### src/rtl/ex_div.sv
// Iterative restoring divider for DIV/DIVU in the EX stage. It produces one quotient bit per
// clock and returns {remainder, quotient} for the HI/LO write.
module ex_div #(
  parameter int WIDTH = 32
) (
  input  logic               clk,
  input  logic               rst,
  input  logic               signed_div_i,
  input  logic [WIDTH-1:0]   opdata1_i,
  input  logic [WIDTH-1:0]   opdata2_i,
  input  logic               start_i,
  input  logic               annul_i,
  output logic [2*WIDTH-1:0] result_o,
  output logic               ready_o
);

  localparam int CW = $clog2(WIDTH) + 1;

  typedef enum logic [1:0] {
    S_IDLE,
    S_BYZERO,
    S_RUN,
    S_DONE
  } state_e;

  state_e             state_q, state_d;
  logic [CW-1:0]      cnt_q, cnt_d;
  logic [2*WIDTH:0]   dividend_q, dividend_d;
  logic [WIDTH-1:0]   divisor_q, divisor_d;
  logic               sign1_q, sign1_d;
  logic               sign2_q, sign2_d;
  logic               signed_q, signed_d;
  logic [2*WIDTH-1:0] result_q, result_d;
  logic               ready_q, ready_d;

  logic [WIDTH-1:0]   abs1, abs2;
  logic [WIDTH:0]     diff;
  logic [WIDTH-1:0]   quot_abs, rem_abs, quot_fix, rem_fix;

  // The most negative operand negates to itself, so its unsigned bit pattern goes to the array.
  assign abs1 = (signed_div_i && opdata1_i[WIDTH-1]) ? -opdata1_i : opdata1_i;
  assign abs2 = (signed_div_i && opdata2_i[WIDTH-1]) ? -opdata2_i : opdata2_i;

  // The partial remainder stays below twice the divisor, so bit WIDTH of diff is its sign.
  assign diff     = dividend_q[2*WIDTH:WIDTH] - {1'b0, divisor_q};
  assign quot_abs = dividend_q[WIDTH-1:0];
  assign rem_abs  = dividend_q[2*WIDTH:WIDTH+1];
  assign quot_fix = (signed_q && (sign1_q ^ sign2_q)) ? -quot_abs : quot_abs;
  assign rem_fix  = (signed_q && sign1_q) ? -rem_abs : rem_abs;

  always_comb begin
    // NOTE: every _d gets a hold value first so that no path through the case infers a latch.
    state_d    = state_q;
    cnt_d      = cnt_q;
    dividend_d = dividend_q;
    divisor_d  = divisor_q;
    sign1_d    = sign1_q;
    sign2_d    = sign2_q;
    signed_d   = signed_q;
    result_d   = result_q;
    ready_d    = ready_q;

    unique case (state_q)
      S_IDLE: begin
        result_d = '0;
        ready_d  = 1'b0;
        if (start_i && !annul_i) begin
          if (opdata2_i == '0) begin
            state_d = S_BYZERO;
          end else begin
            state_d    = S_RUN;
            cnt_d      = '0;
            divisor_d  = abs2;
            dividend_d = {{WIDTH{1'b0}}, abs1, 1'b0};
            sign1_d    = opdata1_i[WIDTH-1];
            sign2_d    = opdata2_i[WIDTH-1];
            signed_d   = signed_div_i;
          end
        end
      end

      S_BYZERO: begin
        state_d  = S_DONE;
        result_d = '0;
        ready_d  = 1'b1;
      end

      S_RUN: begin
        if (annul_i) begin
          state_d  = S_IDLE;
          cnt_d    = '0;
          result_d = '0;
          ready_d  = 1'b0;
        end else if (cnt_q != CW'(WIDTH)) begin
          if (diff[WIDTH]) begin
            dividend_d = {dividend_q[2*WIDTH-1:0], 1'b0};
          end else begin
            dividend_d = {diff[WIDTH-1:0], dividend_q[WIDTH-1:0], 1'b1};
          end
          cnt_d = cnt_q + CW'(1);
        end else begin
          state_d  = S_DONE;
          cnt_d    = '0;
          result_d = {rem_fix, quot_fix};
          ready_d  = 1'b1;
        end
      end

      S_DONE: begin
        if (!start_i || annul_i) begin
          state_d  = S_IDLE;
          result_d = '0;
          ready_d  = 1'b0;
        end
      end

      default: begin
        state_d  = S_IDLE;
        result_d = '0;
        ready_d  = 1'b0;
      end
    endcase
  end

  // NOTE: state registers use non-blocking assignments so every flop samples pre-edge values.
  always_ff @(posedge clk) begin
    if (rst) begin
      state_q    <= S_IDLE;
      cnt_q      <= '0;
      dividend_q <= '0;
      divisor_q  <= '0;
      sign1_q    <= 1'b0;
      sign2_q    <= 1'b0;
      signed_q   <= 1'b0;
      result_q   <= '0;
      ready_q    <= 1'b0;
    end else begin
      state_q    <= state_d;
      cnt_q      <= cnt_d;
      dividend_q <= dividend_d;
      divisor_q  <= divisor_d;
      sign1_q    <= sign1_d;
      sign2_q    <= sign2_d;
      signed_q   <= signed_d;
      result_q   <= result_d;
      ready_q    <= ready_d;
    end
  end

  assign result_o = result_q;
  assign ready_o  = ready_q;

endmodule

### config.mk
export PLATFORM = sky130hd
export DESIGN_NAME = ex_div
export DESIGN_NICKNAME = d
export VERILOG_FILES = /design/src/rtl/ex_div.sv
export SDC_FILE = /design/constraint.sdc
export NUM_CORES = 1
export LEC_CHECK = 0
export ABC_AREA = 0
export BUFFER_PORTS_ARGS = -buffer_cell sky130_fd_sc_hd__buf_2
export CAP_MARGIN = 20
export CORE_MARGIN = 2
export CORE_UTILIZATION = 50
export CTS_BUF_LIST = sky130_fd_sc_hd__clkbuf_16
export DETAILED_ROUTE_END_ITERATION = 6
export PLACE_DENSITY_LB_ADDON = 0.05
export SLEW_MARGIN = 10
export SYNTH_ARGS = -nofsm -noshare
export SYNTH_HDL_FRONTEND = slang
export SYNTH_SLANG_ARGS = --single-unit
export TNS_END_PERCENT = 100
### constraint.sdc
create_clock -name clk -period 8.75 [get_ports clk]
set_input_delay 1.75 -clock clk [delete_from_list [all_inputs] [get_ports clk]]
set_output_delay 1.75 -clock clk [all_outputs]
set_load 0.05 [all_outputs]
==> impl_metrics.py <==
metrics = {
    "grt": {
        "top_usage_layer": "met1",
        "grt_use_met3": 0.0432,
        "grt.total_usage": 0.244,
        "grt_pass1_vias": 8840,
        "antenna_found_initial": 0,
        "use_met2": 0.320,
        "grt_use_met1": 0.405,
        "grt-ovfl-total": 0,
        "grt_max_degree": 73,
        "grt_pass1_wl_um": 46700,
    },
    "logic_synthesis": {
        "synthTopCellsByArea": "dfxtp_1 (31%), nor2_1 (6.1%), xnor2_1 (5.9%)",
        "synth_top_cell_by_area": "dfxtp_1",
        "synthFlopType": "dfxtp_1",
        "avgSynthCellArea_sq_um": 7.74,
        "yosysMostFrequentCell": "nor2_1",
        "synthTopCellsByCount": "nor2_1 (179), dfxtp_1 (173), nand2_1 (168)",
        "synth-edff-count": 0,
        "async_flop_share": 0,
        "yosys_warnings": 0,
        "synth-seq-cells": 173,
        "synth_top_area_share": 0.315,
        "yosys.cell_types.count": 73,
        "seq_area_frac_synth": 0.315,
        "synth_fp_nets": 1535,
        "synthCells": 1423,
        "syn_area_sq_um": 11000,
    },
    "timing": {
        "setup_viol": 0,
        "fin_ws_ns": 4.29,
        "min_period_ns": 4.46,
        "drv_slew": 0,
        "rsz0062_at_grt": "no",
        "max_freq_mhz": 224,
        "relSlewSlack": 0.343,
        "min_period_over_period": 0.510,
        "skew_ns": 0.0152,
        "tns_ns": 0,
        "worst_pin_slew_ns": 0.983,
        "hold_violations": 0,
    },
    "worst_setup_path": {
        "cp.required_ns": 9.07,
        "setup.worst_path.class": "input pin to register",
        "startpoint_type": "input pin",
        "arrival_ns": 4.77,
        "critPathMaxFanout": 66,
        "end_kind": "register",
    },
    "clocking": {
        "post_cts_buffers": 0,
        "clockBufferDepth": 2,
        "ctsResizeCount": 0,
        "clk_latency_ns": 0.44,
        "cts.sinks": 173,
        "hold_buffers": 0,
        "clkSlewWorstSetupHoldPaths_ns": 0.07,
        "htree_levels": 4,
        "cts_tree": "yes",
        "cts-buffers-inserted": 17,
        "root_buffer": "clkbuf_16",
    },
    "finish": {
        "syn2layout_area_growth_pct": 12.6,
        "fin_cells": 1801,
        "nNetsFinal": 1620,
        "drive_above_1_share": 0.130,
        "final_util": 0.572,
        "diodes": 0,
    },
    "power": {
        "internal_power_mw": 1.64,
        "power_density_nw_per_um2": 216,
        "ir_worst_vdd_v": 0.000131,
        "clockPowerShare": 0.287,
        "leakage_nw": 5.15,
        "combPwrFrac": 0.356,
        "p_sw_mw": 1.03,
        "seqPwrFrac": 0.357,
        "swShare": 0.387,
    },
    "place": {
        "dp.cells": 1766,
        "place_hpwl_um": 21200,
        "gp_congestion": 0.906,
        "port_buffers": 133,
        "pre_cts_slack_ns": 3.79,
    },
    "routing": {
        "wl_um": 28800,
        "firstDrtPassIters": 5,
        "drc_errors": 0,
        "vias": 9941,
        "vias_per_cell": 5.52,
        "postRouteAntennaNets": 0,
        "drtIter0Drc": 695,
        "routedWlPerCell_um": 16.0,
    },
    "floorplan": {
        "core_sq_um": 21700,
        "ioPinCount": 134,
        "rows": 54,
        "die_height_um": 152,
        "start_util": 0.508,
        "dieWidth_um": 152,
        "die_area_sq_um": 23200,
    },
    "job": {
        "cap_viol_max_count": 0,
    },
    "run_status": {
        "status": "completed",
    },
    "hold_path": {
        "hold_path.class": "register to register",
    },
}
## layout by cell type, fill, tap and decap left out, types with 3 or more instances in the layout
cell type     n
nor2_1      178
dfxtp_1     173
nand2_1     168
buf_2       132
a21oi_1     118
o21ai_0      97
xnor2_1      74
xor2_1       71
inv_1        60
a22oi_1      41
ha_1         41
a211oi_1     33
mux2i_1      32
nor3_1       25
nor4_1       20
a21o_1       20
clkbuf_16    17
a22o_1       16
nor2b_1      14
o31ai_1      13
and2_1       12
nand3_1      12
or3_1        10
buf_4        10
nand2b_1      9
o21ai_1       9
o41ai_1       8
or4_1         6
and3_1        6
a31oi_1       5
nand4_1       4
o21a_1        4
o21bai_1      4
a21boi_0      4
inv_6         4
or4_4         3
a311oi_1      3
nand3b_1      3
clkinvlp_4    3
## worst paths after layout
kind | start | endpoint | slack [ns] | cells past startpoint
max | opdata2_i[2] | dividend_q[64] | 4.29 | 12
min | result_o[32] | result_o[32] | 0.46 | 2
max reg2reg | dividend_q[33] | dividend_q[62] | 4.51 | 13
min reg2reg | result_o[32] | result_o[32] | 0.46 | 2
## power groups by stage
stage | combinational, mW | sequential (mW) | clock (mW)
detailed placement | 0.933 | 0.969 | 0
floorplan | 0.746 | 0.944 | 0
finish | 0.951 | 0.954 | 0.768
global placement | 0.922 | 0.967 | 0
global route | 1.06 | 0.965 | 0.815
CTS | 0.935 | 0.951 | 0.783
## worst max-delay path, cell delays in order
cell and delay, ns:
buf_2 0.13, nor4_1 0.49, nand4b_1 0.39, o41ai_4 0.56, nor2_4 0.05, buf_4 0.32, a21oi_1 0.38, nor4_1 0.11
buf_4 0.21, nand2_1 0.07, nor2_1 0.04, a221o_1 0.27
## sequential cells by signal (all words and copies together) (netlist names)
name / cells
cnt_q: 6
dividend_q: 65
divisor_q: 32
ready_o: 1
result_o: 64
sign1_q: 1
sign2_q: 1
signed_q: 1
state_q: 2
## per-layer routing
metal	up-vias	part of all wire
met1	4497	0.55
met5	-	0
met2	269	0.38
met4	0	0.010
li1	5155	-
met3	20	0.060
## layout make-up
cell class,instances,area [sq um]
Sequential cell,173,3460
Tap cell,280,350
Clock inverter,15,161
Timing Repair Buffer,144,771
Multi-Input combinational cell,1113,7000
Inverter,59,221
Fill cell,2076,9290
Clock buffer,17,425
## cell families (layout without fill, tap and decap cells)
logic type | Yosys count | after routing | synth area share
XOR/XNOR | 146 | 146 | 0.117
multiplexers | 34 | 34 | 0.0311
adder cells (fa/ha/maj) | 43 | 43 | 0.0495
buffers and inverters | 137 | 235 | 0.0515
AND/OR/NAND/NOR | 490 | 490 | 0.206
AO/OA/AOI/OAI | 400 | 400 | 0.231
flip-flops | 173 | 173 | 0.315
## through the flow
| step | hold slack [ns] | power [mW] | instance area, sq um |
|---|---|---|---|
| final | 0.456 | 2.67 | 12400 |
| after global routing | 0.479 | 2.84 | 12400 |
| after global placement | 0.440 | 1.89 | 11800 |
| after detailed placement | 0.446 | 1.90 | 11800 |
| after CTS | 0.458 | 2.67 | 12400 |
| after floorplan | 0.450 | 1.69 | 11000 |
Note: power is estimated with default switching activity, not from simulation.
